**src/rtl/alu_seq.sv**
```systemverilog
// alu_seq: multi-cycle ALU with start/busy/done handshake, shift-add multiplier and registered flags.
// Define ALU_SEQ_DIV_EN to turn op 000 into an unsigned restoring divider (otherwise NOP).
module alu_seq #(
    parameter int unsigned WIDTH = 4
) (
    input  logic                 clk,
    input  logic                 init,
    input  logic                 start,
    input  logic [WIDTH-1:0]     a,
    input  logic [WIDTH-1:0]     b,
    input  logic [2:0]           op,
    input  logic                 cin,
    output logic [2*WIDTH-1:0]   result,
    output logic                 busy,
    output logic                 done,
    output logic                 carry,
    output logic                 overflow,
    output logic                 zero
);
    localparam int unsigned RW    = 2 * WIDTH;
    localparam int unsigned CNT_W = $clog2(WIDTH) + 1;

    localparam logic [2:0] OP_NOP = 3'b000;
    localparam logic [2:0] OP_ADD = 3'b001;
    localparam logic [2:0] OP_SUB = 3'b010;
    localparam logic [2:0] OP_MUL = 3'b011;
    localparam logic [2:0] OP_SHL = 3'b100;
    localparam logic [2:0] OP_SHR = 3'b101;
    localparam logic [2:0] OP_OR  = 3'b110;
    localparam logic [2:0] OP_AND = 3'b111;

    typedef enum logic {S_IDLE, S_EXEC} state_t;

    state_t             r_state, w_state_nxt;
    logic [WIDTH-1:0]   r_a, r_b, w_a_nxt, w_b_nxt;
    logic [2:0]         r_op, w_op_nxt;
    logic               r_cin, w_cin_nxt;
    logic [CNT_W-1:0]   r_cnt, w_cnt_nxt;
    logic [RW-1:0]      r_acc, r_mcand, w_acc_nxt, w_mcand_nxt, w_acc_step;
    logic [WIDTH-1:0]   r_mplier, w_mplier_nxt;
    logic [RW-1:0]      w_result_nxt, w_res;
    logic               w_busy_nxt, w_done_nxt, w_carry_nxt, w_ovf_nxt, w_zero_nxt;
    logic               w_carry, w_ovf, w_long_op;
    logic [WIDTH:0]     w_usum, w_udiff;

`ifdef ALU_SEQ_DIV_EN
    logic [WIDTH-1:0]   r_rem, r_quo, w_rem_nxt, w_quo_nxt, w_rem_step, w_quo_step;
    logic [WIDTH:0]     w_rem_sh, w_rem_sub;
    logic               w_ge;

    // One restoring-division step: shift in the next dividend bit, subtract if it fits.
    always_comb begin
        w_rem_sh   = {r_rem, r_quo[WIDTH-1]};
        w_ge       = (w_rem_sh >= {1'b0, r_b});
        w_rem_sub  = w_rem_sh - {1'b0, r_b};
        w_rem_step = w_ge ? WIDTH'(w_rem_sub) : WIDTH'(w_rem_sh);
        w_quo_step = {r_quo[WIDTH-2:0], w_ge};
    end

    assign w_long_op = (op == OP_MUL) || (op == OP_NOP);
`else
    assign w_long_op = (op == OP_MUL);
`endif

    assign w_acc_step = r_acc + (r_mplier[0] ? r_mcand : RW'(0));
    assign w_usum     = {1'b0, r_a} + {1'b0, r_b} + (WIDTH+1)'(r_cin);
    assign w_udiff    = {1'b0, r_a} - {1'b0, r_b} - (WIDTH+1)'(r_cin);

    // Final result and flags for the latched operation.
    always_comb begin
        w_res   = '0;
        w_carry = 1'b0;
        w_ovf   = 1'b0;
        case (r_op)
            OP_NOP: begin
`ifdef ALU_SEQ_DIV_EN
                w_res = {w_rem_step, w_quo_step};
                w_ovf = (r_b == '0);
`endif
            end
            OP_ADD: begin
                w_res   = RW'(w_usum);
                w_carry = w_usum[WIDTH];
                w_ovf   = (r_a[WIDTH-1] == r_b[WIDTH-1]) && (w_usum[WIDTH-1] != r_a[WIDTH-1]);
            end
            OP_SUB: begin
                w_res   = RW'(w_udiff[WIDTH-1:0]);
                w_carry = w_udiff[WIDTH];
                w_ovf   = (r_a[WIDTH-1] != r_b[WIDTH-1]) && (w_udiff[WIDTH-1] != r_a[WIDTH-1]);
            end
            OP_MUL: begin
                w_res = w_acc_step;
                w_ovf = (w_acc_step[RW-1:WIDTH] != '0);
            end
            OP_SHL:  w_res = RW'(r_a) << r_b;
            OP_SHR:  w_res = RW'(r_a >> r_b);
            OP_OR:   w_res = RW'(r_a | r_b);
            OP_AND:  w_res = RW'(r_a & r_b);
            default: w_res = '0;
        endcase
    end

    // Next-state and output logic.
    always_comb begin
        w_state_nxt  = r_state;
        w_a_nxt      = r_a;
        w_b_nxt      = r_b;
        w_op_nxt     = r_op;
        w_cin_nxt    = r_cin;
        w_cnt_nxt    = r_cnt;
        w_acc_nxt    = r_acc;
        w_mcand_nxt  = r_mcand;
        w_mplier_nxt = r_mplier;
        w_result_nxt = result;
        w_busy_nxt   = busy;
        w_done_nxt   = 1'b0;
        w_carry_nxt  = carry;
        w_ovf_nxt    = overflow;
        w_zero_nxt   = zero;
`ifdef ALU_SEQ_DIV_EN
        w_rem_nxt    = r_rem;
        w_quo_nxt    = r_quo;
`endif
        case (r_state)
            S_IDLE: begin
                if (start) begin
                    w_a_nxt      = a;
                    w_b_nxt      = b;
                    w_op_nxt     = op;
                    w_cin_nxt    = cin;
                    w_cnt_nxt    = w_long_op ? CNT_W'(WIDTH) : CNT_W'(1);
                    w_acc_nxt    = '0;
                    w_mcand_nxt  = RW'(a);
                    w_mplier_nxt = b;
`ifdef ALU_SEQ_DIV_EN
                    w_rem_nxt    = '0;
                    w_quo_nxt    = a;
`endif
                    w_busy_nxt   = 1'b1;
                    w_state_nxt  = S_EXEC;
                end
            end
            S_EXEC: begin
                w_cnt_nxt    = r_cnt - CNT_W'(1);
                w_acc_nxt    = w_acc_step;
                w_mcand_nxt  = r_mcand << 1;
                w_mplier_nxt = r_mplier >> 1;
`ifdef ALU_SEQ_DIV_EN
                w_rem_nxt    = w_rem_step;
                w_quo_nxt    = w_quo_step;
`endif
                if (r_cnt == CNT_W'(1)) begin
                    w_state_nxt  = S_IDLE;
                    w_busy_nxt   = 1'b0;
                    w_done_nxt   = 1'b1;
                    w_result_nxt = w_res;
                    w_carry_nxt  = w_carry;
                    w_ovf_nxt    = w_ovf;
                    w_zero_nxt   = (w_res == '0);
                end
            end
            default: w_state_nxt = S_IDLE;
        endcase
    end

    always_ff @(posedge clk) begin
        if (init) begin
            r_state  <= S_IDLE;
            r_a      <= '0;
            r_b      <= '0;
            r_op     <= '0;
            r_cin    <= 1'b0;
            r_cnt    <= '0;
            r_acc    <= '0;
            r_mcand  <= '0;
            r_mplier <= '0;
            result   <= '0;
            busy     <= 1'b0;
            done     <= 1'b0;
            carry    <= 1'b0;
            overflow <= 1'b0;
            zero     <= 1'b0;
`ifdef ALU_SEQ_DIV_EN
            r_rem    <= '0;
            r_quo    <= '0;
`endif
        end else begin
            r_state  <= w_state_nxt;
            r_a      <= w_a_nxt;
            r_b      <= w_b_nxt;
            r_op     <= w_op_nxt;
            r_cin    <= w_cin_nxt;
            r_cnt    <= w_cnt_nxt;
            r_acc    <= w_acc_nxt;
            r_mcand  <= w_mcand_nxt;
            r_mplier <= w_mplier_nxt;
            result   <= w_result_nxt;
            busy     <= w_busy_nxt;
            done     <= w_done_nxt;
            carry    <= w_carry_nxt;
            overflow <= w_ovf_nxt;
            zero     <= w_zero_nxt;
`ifdef ALU_SEQ_DIV_EN
            r_rem    <= w_rem_nxt;
            r_quo    <= w_quo_nxt;
`endif
        end
    end

endmodule

```
**config.mk**
```make
export PLATFORM = sky130hd
export DESIGN_NAME = alu_seq
export DESIGN_NICKNAME = d
export VERILOG_FILES = /design/src/rtl/alu_seq.sv
export SDC_FILE = /design/constraint.sdc
export NUM_CORES = 1
export LEC_CHECK = 0
export ABC_CLOCK_PERIOD_IN_PS = 3900
export CAP_MARGIN = 25
export CORE_MARGIN = 8
export CORE_UTILIZATION = 50
export DETAILED_ROUTE_END_ITERATION = 6
export DONT_BUFFER_PORTS = 1
export HOLD_SLACK_MARGIN = 0.03
export PLACE_DENSITY_LB_ADDON = 0.15
export SYNTH_ARGS = -nofsm -noshare
export SYNTH_HDL_FRONTEND = slang
export SYNTH_SLANG_ARGS = --single-unit
```
**constraint.sdc**
```tcl
create_clock -name clk -period 3.9 [get_ports clk]
set_clock_uncertainty 0.1 [all_clocks]
set_input_delay 0.585 -clock clk [delete_from_list [all_inputs] [get_ports clk]]
set_output_delay 0.585 -clock clk [all_outputs]
set_load 0.005 [all_outputs]
```
Word level (Yosys, flattened, before mapping)

Cells that the tools add are included.
Widths: inputs -> output; s select.

Bits in registers: 49
Output and inout bits: 13

$add $sub $neg: 6
Eq/ne operators: 15
Shift-type cells: 2
Muxes and demuxes: 20
Bitwise operators: 3
Reduce and logical (&&, ||, !) cells: 8

Operator list:

| operator           | number |
|---|---|
| $pmux 8 s7         | 1 |
| $pmux 8 s2         | 2 |
| $mux 8             | 3 |
| $eq 3x3->1 const B | 4 |
| $eq 3x2->1 const B | 3 |
| $add 8x8->8        | 1 |
| $logic_not 8->1    | 1 |
| $pmux 4 s2         | 1 |
| $shl 4x4->8        | 1 |
| $shr 4x4->8        | 1 |
| $eq 3x1->1 const B | 2 |
| $mux 3             | 2 |
| $pmux 1 s2         | 3 |
| $pmux 3 s2         | 1 |
| $reduce_and 2->1   | 3 |
| $add 4x4->5        | 1 |
| $add 5x1->5        | 1 |
| $mux 1             | 5 |
| $sub 4x4->5        | 1 |
| $sub 5x1->5        | 1 |
| $and 4x4->4        | 1 |
| $mux 4             | 1 |
| $or 4x4->4         | 1 |
| $reduce_bool 4->1  | 1 |
| other kinds (9)    | 12 |

Logic depth before layout (Yosys ltp)

Gate-level depths: netlist (run 1).

Depth in word-level cells: 5
Depth in mapped cells: 11

Worst setup path before layout (run 1)

Ideal clock, no wire load.

Path type: register to register
Start: register r_b[0]
End: register zero
Library setup time: 96 ps
Arrival: 2593 ps
Required time: 3704 ps
Setup slack: 1111 ps
Cell stages (with the launch flop): 11
Buffers on the path: 1
Clock period less this slack: 2789 ps
Cell sequence: dfxtp_1 > buf_2 > inv_1 > fa_1 > inv_1 > fa_1 > xor2_1 > mux4_2 > a221oi_2 > o2111ai_1 > o41ai_2

Cells in the longest elaborated chain, start to end: 4

Ends and longest elaborated chain:

| element                                           | RTL line | text |
|---|---|---|
| start, declared                                   | 35       | `logic [WIDTH-1:0] r_a, r_b, w_a_nxt, w_b_nxt;` |
| start signal, assigned                            | 190      | `r_b <= w_b_nxt;` |
| $sub 4x4->5 / $add 4x4->5 (equally long branches) | 67, 66   |  |
| $sub 5x1->5 / $add 5x1->5 (equally long branches) | 67, 66   |  |
| $pmux 8 s7 *                                      | 74       | `case (r_op)` |
| $logic_not 8->1 *                                 | 159      | `w_zero_nxt = (w_res == '0);` |
| end signal, assigned                              | 202      | `zero <= w_zero_nxt;` |
| end, declared                                     | 18       | `output logic zero` |

Every way passes the cells marked *; elsewhere a longest branch is shown, timed or not.
A chain may end at the register's enable or synchronous reset.

Worst setup path in the final report (run 1)

Ends and elaborated chain as after synthesis.

==> flow_metrics.tcl, run 1 <==
set metrics [dict create \
    status "finished clean" \
    final_area_um2 3428 \
    chipWidth_um 97.76 \
    crit_required_ns 4.02 \
    setup_viol_count_final 0 \
    yosysTopAreaCell "dfxtp_1" \
    dp.cells 468 \
    grt_pass1_wl_um 13590 \
    end_kind "flop" \
    clk_path_buf_depth 2 \
    cts_tree "yes" \
    grt_pass1_vias 2723 \
    synthesis.area_um2 3342 \
    seq_area_frac_synth 0.2935 \
    insertion_delay_ns 0.32 \
    layout_setup_ws_ns 0.6795 \
    synthToLayoutAreaGrowth_pct 2.583 \
    wirelength_um 8060 \
    met3_usage 0.04187 \
    crit_fanout 15 \
    vdd_drop_max_v 0.0001982 \
    grt_use_total 0.1733 \
    crit_arrival_ns 3.34 \
    antenna_found_initial 0 \
    cts.reportedPaths.clkPinSlew_ns 0.10 \
    synth_area_leaders "dfxtp_1 (29%), ha_1 (9.4%), a21oi_1 (7.6%)" \
    post-route-util 0.5338 \
    io_buffer_count 0 \
    final_nets 443 \
    maxCapViolCount 0 \
    dr.pass1.iters 4 \
    rsz0062_at_grt "no" \
    use_met2 0.2815 \
    p_total_mw 1.042 \
    synth_seq_cells 49 \
    avgSynthCellArea_um2 8.053 \
    drt_iter0_drc 238 \
    report.final.slew_viol_count 0 \
    powerDensity_nw_per_um2 304.1 \
    netlist.area_leader.share 0.2935 \
    synthFlopType "dfxtp_1" \
    fmax_mhz 310.5 \
    clock-sinks 49 \
    min_period_ns 3.220 \
    placed_cell_area_um2 3347 \
    finalNonFillerCells 475 \
    hold_viol 0 \
    cp-start-kind "flop" \
    postRouteAntennaNets 0 \
    root_buffer "clkbuf_8" \
    die-area_um2 9556 \
    yosysWarnings 0 \
    syn_nets 460 \
    core_um2 6422 \
    synthArstFlopShare 0 \
    cts_resized 0 \
    vias 2826 \
    post_cts_buffers 0 \
    ctsHtreeMaxLevel 2 \
    leakage_nw 1.346 \
    hold_slack_ns 0.2288 \
    min_period_over_period 0.8258 \
    grt-busiest-layer "met2" \
    critical_path_class "reg -> reg" \
    met1_usage 0.2121 \
    drive_gt1_frac 0.04774 \
    dpl.hpwl_um 5934 \
    gp_congestion 0.9589 \
    row_count 29 \
    start_util 0.5204 \
    place_ws_ns 0.7365 \
    overflow 0 \
    routed_via_density 5.949 \
    finalSetupTns_ns 0 \
    grt_max_degree 47 \
    pin_count 28 \
    wire_per_inst_um 16.97 \
    synth_edf_count 0 \
    slew_headroom 0.3756 \
    n_antenna_cell 0 \
    die_h_um 97.76 \
    max_slew.worst_pin.slew_ns 0.9346 \
    cts-buffers-inserted 5 \
    hold_class "in -> reg" \
    syn_inst 415 \
    cts.hold.buffers_added 0 \
    synth.distinct_cells 61 \
    drc 0 \
]
layout by cell type (no fill, tap or decap), types with 2 or more instances in the layout:
cell type  synthesis  routed
a211oi_1           6       6
a21oi_1           51      51
a311o_1            2       2
a31oi_1            2       2
and2_1             9       9
buf_4              0       3
clkbuf_8           0       5
dfxtp_1           49      49
fa_1               5       5
ha_1              25      25
inv_1             25      25
mux2_2             3       3
mux2i_1           16      16
nand2_1           37      37
nand2b_1           9       9
nand3_1            4       4
nand4_1            2       2
nor2_1            46      46
nor2b_1            6       6
nor3_1             6       6
nor3b_1           14      14
o211a_1            2       2
o211ai_1           3       3
o21ai_0           13      13
o21ai_1            2       2
o22a_1             2       2
o22ai_1            2       2
o311ai_0           3       3
o31a_1             2       2
o32ai_1            2       2
or3_1              2       2
xnor2_1            6       6
xor2_1             5       5
sequential cells by signal, summed over array words and instances (netlist names):
name and cells:
busy 1, carry 1, done 1, overflow 1, r_a 4, r_acc 8, r_b 4, r_cin 1
r_cnt 3, r_mcand 8, r_mplier 4, r_op 3, r_state 1, result 8, zero 1
final cells by class:
cell class,count,area (µm²)
clock buffers,6,72.57
fillers,632,2994
clock inverters,1,8.758
well taps,77,96.34
inverters,25,93.84
repair buffers,3,22.52
multi-input cells,314,2153
flip-flops and latches,49,980.9
routing by layer:
layer / routed length (µm) / vias to the layer above
met1: 3619 / 1314
met3: 487 / 20
li1: - / 1412
met2: 3730 / 80
met5: 0 / -
met4: 223 / 0
Yosys cell counts (all sizes together) (3+ instances only):
master and n:
nor3b 14, dfxtp 49, o21ai 15, o211ai 3, nor3 6, inv 25, mux2 3, mux2i 16
nand2b 9, clkbuf 16, nor2 46, a21oi 51, nand2 37, o311ai 3, a211oi 6, and2 9
nor2b 6, xnor2 6, ha 25, nand3 4, xor2 5, fa 5, buf 11
final timing paths:
| kind | to | from | slack, ns | cells after the start |
|---|---|---|---|---|
| max | zero | r_b[0] | 0.68 | 9 |
| min | result[1] | init | 0.23 | 1 |
| max reg2reg | zero | r_b[0] | 0.68 | 9 |
| min reg2reg | r_cnt[2] | r_cnt[2] | 0.37 | 2 |
power by group:
group	switching, mW	internal, mW	total [mW]
combinational	0.102	0.0767	0.178
sequential	0.0348	0.525	0.560
clock	0.179	0.125	0.304
cell families after synthesis:
group           Yosys count  synth area share
simple gates            146            0.2209
compound gates          107            0.2063
buf+inv                  52           0.06215
flops                    49            0.2935
fa+ha+maj                30            0.1236
mux                      20           0.06477
xor+xnor                 11           0.02883
worst max-delay path: stages (launching register included):
cell and delay, ns:
dfxtp_1 0.70, inv_1 0.25, fa_1 0.50, inv_1 0.09, fa_1 0.20, xor2_1 0.07
mux4_2 0.47, a221oi_2 0.34, o2111ai_1 0.19, o41ai_2 0.22
Note: power is estimated with default switching activity, not from simulation.
==> run 2: changes to the inputs <==
Settings changed: ABC_CLOCK_PERIOD_IN_PS 3900 to 3200.
Clock period 3.9 ns to 3.2 ns, I/O delays scaled along.
==> run 2 against run 1 <==
First-iteration DRC count down 8.8%; clock-buffer cell count down 1; non-clock buffer count up 6; worst setup slack worse by 0.40 ns; sequential power up 21%; clock power up 55%; design area up 2.2%; register-to-register slack worse by 0.40 ns; routed wire length up 4.6%; largest power group unchanged; highest routed layer unchanged.
==> flow_metrics.tcl, run 2 (same netlist as run 1, synthesis figures left out) <==
set metrics [dict create \
    status "finished clean" \
    die_h_um 97.76 \
    grt_use_total 0.1811 \
    layout_setup_ws_ns 0.2821 \
    cts_tree "yes" \
    grt_max_degree 46 \
    end_kind "flop" \
    cts.hold.buffers_added 0 \
    cp-start-kind "flop" \
    antenna_found_initial 0 \
    fmax_mhz 342.7 \
    top_regs "r_acc: 8 flops, r_mcand: 8 flops, result: 8 flops" \
    wire_per_inst_um 17.49 \
    report.final.slew_viol_count 0 \
    crit_fanout 7 \
    min_period_over_period 0.9118 \
    leakage_nw 1.395 \
    cts_resized 0 \
    core_um2 6422 \
    p_total_mw 1.381 \
    synthToLayoutAreaGrowth_pct 4.867 \
    max_slew.worst_pin.slew_ns 0.9374 \
    hold_viol 0 \
    gp_congestion 0.9212 \
    hold_class "in -> reg" \
    pin_count 28 \
    post_cts_buffers 0 \
    cts-buffers-inserted 5 \
    rsz0062_at_grt "no" \
    place_ws_ns 0.3372 \
    postRouteAntennaNets 0 \
    chipWidth_um 97.76 \
    grt_pass1_wl_um 14170 \
    final_area_um2 3505 \
    layout_commonest_cell "a21oi_1" \
    powerDensity_nw_per_um2 394.1 \
    ctsHtreeMaxLevel 2 \
    routed_via_density 6.031 \
    vdd_drop_max_v 0.0002502 \
    io_buffer_count 0 \
    dr.pass1.iters 6 \
    clk_path_buf_depth 2 \
    root_buffer "clkbuf_8" \
    clock-sinks 49 \
    slew_headroom 0.3738 \
    start_util 0.5204 \
    dp.cells 474 \
    vias 2907 \
    finalSetupTns_ns 0 \
    maxCapViolCount 0 \
    crit_required_ns 3.32 \
    setup_viol_count_final 0 \
    final_nets 449 \
    n_antenna_cell 0 \
    die-area_um2 9556 \
    wirelength_um 8432 \
    row_count 29 \
    min_period_ns 2.918 \
    cts.reportedPaths.clkPinSlew_ns 0.10 \
    crit_arrival_ns 3.04 \
    grt_pass1_vias 2832 \
    critical_path_class "reg -> reg" \
    placed_cell_area_um2 3392 \
    overflow 0 \
    dpl.hpwl_um 6209 \
    drc 0 \
    finalNonFillerCells 482 \
    insertion_delay_ns 0.32 \
    final_cell_mix "a21oi_1 (51), dfxtp_1 (49), nor2_1 (46)" \
    drive_gt1_frac 0.06667 \
    drt_iter0_drc 217 \
]
## run 2: cell types whose count changed in the layout (fill, tap and decap cells not counted), sizes merged
cell / change
buf: +6
bufinv: +1
clkbuf: -1
inv: +1
## run 2: per-layer routing
layer / share of wire / vias up / global-route usage
li1: - / 1433 / -
met1: 0.43 / 1345 / 0.2100
met2: 0.47 / 101 / 0.3063
met5: 0 / - / 0
met4: 0.037 / 0 / 0.09233
met3: 0.064 / 28 / 0.04116
## run 2: final cells by class
type	count	area [µm²]
fillers	602	2918
well taps	77	96.34
flip-flops and latches	49	980.9
clock buffers	5	68.82
repair buffers	9	67.56
clock inverters	3	43.79
inverters	25	93.84
multi-input cells	314	2153
## run 2: stage by stage
| stage | hold slack, ns | utilization |
|---|---|---|
| floorplan | 0.3460 | - |
| global placement | 0.3514 | 0.5282 |
| detailed placement | 0.3537 | 0.5282 |
| CTS | 0.1207 | 0.5457 |
| global route | 0.1108 | 0.5457 |
| finish | 0.1232 | 0.5457 |
## run 2: worst paths after layout
kind,startpoint,to,slack (ns),cells past startpoint
setup / recovery,r_b[0],zero,0.28,9
hold / removal,init,r_cnt[0],0.12,1
setup reg to reg,r_b[0],zero,0.28,9
hold reg to reg,r_cnt[2],r_cnt[2],0.37,2
## run 2: worst max-delay path, stage by stage (launching register included)
cell and delay (ns):
dfxtp_1 0.50, inv_1 0.18, fa_1 0.45, inv_1 0.09
fa_1 0.20, xor2_1 0.07, mux4_2 0.47, a221oi_2 0.36
o2111ai_1 0.19, o41ai_2 0.22
## run 2: power by group
| group | switching [mW] | total, mW | internal, mW |
|---|---|---|---|
| registers | 0.0359 | 0.676 | 0.640 |
| clock network | 0.237 | 0.472 | 0.235 |
| logic | 0.134 | 0.233 | 0.0989 |
| total | 0.407 | 1.38 | 0.974 |
==> run 3: changes to the inputs <==
Settings changed: ABC_AREA set to 1.
==> run 3 against run 2 <==
Sequential power down 0.9%; worst setup slack better by 0.44 ns; cell count up 19%; via count up 7.1%; largest cell class unchanged; largest power group unchanged.
==> flow_metrics.tcl, run 3 <==
set metrics [dict create \
    status "finished clean" \
    top_regs "r_acc: 8 flops, r_mcand: 8 flops, result: 8 flops" \
    avgSynthCellArea_um2 6.554 \
    dr.pass1.iters 5 \
    hold_viol 0 \
    clk_path_buf_depth 2 \
    hold_class "in -> reg" \
    dpl.hpwl_um 6394 \
    routed_via_density 5.423 \
    n_antenna_cell 0 \
    multi_input_area_um2 1939 \
    hold_depth 1 \
    yosysWarnings 0 \
    p_total_mw 1.306 \
    setup_viol_count_final 0 \
    finalNonFillerCells 574 \
    max_slew.worst_pin.slew_ns 0.6935 \
    wirelength_um 8175 \
    leakage_nw 1.739 \
    fmax_mhz 403.6 \
    powerDensity_nw_per_um2 381.3 \
    start_util 0.5161 \
    synth_area_leaders "dfxtp_1 (30%), nand2_1 (19%), ha_1 (9.5%)" \
    cts_tree "yes" \
    min_period_ns 2.478 \
    row_count 29 \
    reg2reg_slack_ns 0.72 \
    cts_resized 0 \
    min_from "init" \
    overflow 0 \
    synth.distinct_cells 32 \
    synthesis.area_um2 3277 \
    gp_congestion 0.9512 \
    placed_cell_area_um2 3327 \
    n_fill_cell 629 \
    die_h_um 96.96 \
    synthFlopType "dfxtp_1" \
    synth_seq_cells 49 \
    min_period_over_period 0.7743 \
    r2r-start "r_b[0]" \
    yosysTopAreaCell "dfxtp_1" \
    crit_arrival_ns 2.64 \
    synth_edf_count 0 \
    min_to "r_mcand[0]" \
    drc 0 \
    root_buffer "clkbuf_8" \
    drive_gt1_frac 0.05030 \
    pin_count 28 \
    maxCapViolCount 0 \
    netlist.area_leader.share 0.2994 \
    cts.hold.buffers_added 0 \
    chipWidth_um 96.96 \
    core_um2 6350 \
    post_cts_buffers 0 \
    dp.cells 566 \
    final_area_um2 3425 \
    drt_iter0_drc 162 \
    crit_required_ns 3.36 \
    slew_headroom 0.5360 \
    cp-start-kind "flop" \
    final_cell_mix "nand2_1 (167), inv_1 (69), nand3_1 (52)" \
    yosysMostFrequentCell "nand2_1" \
    final_nets 541 \
    cts.reportedPaths.clkPinSlew_ns 0.11 \
    seqCellArea_um2 980.9 \
    critical_path_class "reg -> reg" \
    rsz0062_at_grt "no" \
    reg2reg_depth 11 \
    synthArstFlopShare 0 \
    wire_per_inst_um 14.24 \
    seq_area_frac_synth 0.2994 \
    grt_pass1_wl_um 14040 \
    report.final.slew_viol_count 0 \
    vdd_drop_max_v 0.0002314 \
    ctsHtreeMaxLevel 2 \
    layout_commonest_cell "nand2_1" \
    grt_pass1_vias 2977 \
    r2r_end "zero" \
    die-area_um2 9400 \
    insertion_delay_ns 0.32 \
    antenna_found_initial 0 \
    grt_use_total 0.1764 \
    crit_fanout 11 \
    syn_inst 500 \
    synthToLayoutAreaGrowth_pct 4.505 \
    grt_max_degree 28 \
    synth.top_cells.by_count "nand2_1 (167), inv_1 (69), nand3_1 (52)" \
    postRouteAntennaNets 0 \
    vias 3113 \
    finalSetupTns_ns 0 \
    cts-buffers-inserted 5 \
    end_kind "flop" \
    io_buffer_count 0 \
    syn_nets 545 \
    clock-sinks 49 \
]
run 3: cell count changes in the layout (fill, tap and decap cells not counted), moves of 16 or more:
cell     change
inv_1       +44
mux2i_1     -16
nand2_1    +130
nand3_1     +48
nor2_1      -23
run 3: layer usage:
layer / part of all wire / GRT usage
met4: 0.016 / 0.06272
met2: 0.42 / 0.2708
met3: 0.075 / 0.03912
met1: 0.49 / 0.2349
met5: 0 / 0
run 3: stage by stage:
step                        util  hold slack (ns)  worst slack (ns)
after floorplan                -           0.3410             1.069
after global placement    0.5239           0.3491            0.8083
after detailed placement  0.5239           0.3531            0.7830
after CTS                 0.5393           0.1012            0.7449
after global routing      0.5393          0.09306            0.4780
final                     0.5393           0.1100            0.7224
run 3: cell type report:
cell class,count,area share
Clock buffer,5,0.02010
Tap cell,77,0.02813
Clock inverter,3,0.008403
Sequential cell,49,0.2864
Timing Repair Buffer,4,0.008769
Multi-Input combinational cell,362,0.5663
Inverter,74,0.08184
run 3: report_power, final:
part	internal, mW	switching, mW	total (mW)
clock network	0.164	0.241	0.405
logic	0.0786	0.152	0.230
registers	0.635	0.0352	0.670
total	0.878	0.428	1.31
run 3: how the worst max path moves through the flow:
stage           start  depth (start not counted)   end  slack, ns
2_1_floorplan  r_a[0]                         12  zero       1.07
3_3_place_gp   r_b[0]                         11  zero       0.81
3_5_place_dp   r_b[0]                         11  zero       0.78
4_1_cts        r_b[0]                         12  zero       0.74
5_1_grt        r_b[0]                         11  zero       0.48
6_report       r_b[0]                         11  zero       0.72
run 3: cells by family (layout without fill, tap and decap cells):
family / after synthesis / after routing / synth area share
flops: 49 / 49 / 0.2994
buf+inv: 89 / 86 / 0.1088
fa+ha+maj: 30 / 30 / 0.1260
xor+xnor: 3 / 3 / 0.008020
simple gates: 265 / 265 / 0.3467
compound gates: 64 / 64 / 0.1111
run 3: critical path, stage by stage (launching register included):
cell	delay, ns
dfxtp_1	0.60
fa_1	0.53
ha_1	0.19
o21ai_0	0.25
nand3b_1	0.17
nand3_1	0.11
nand3_1	0.08
nor2_1	0.13
nand2_1	0.07
nor2_1	0.08
nand2_1	0.05
nand2_1	0.05
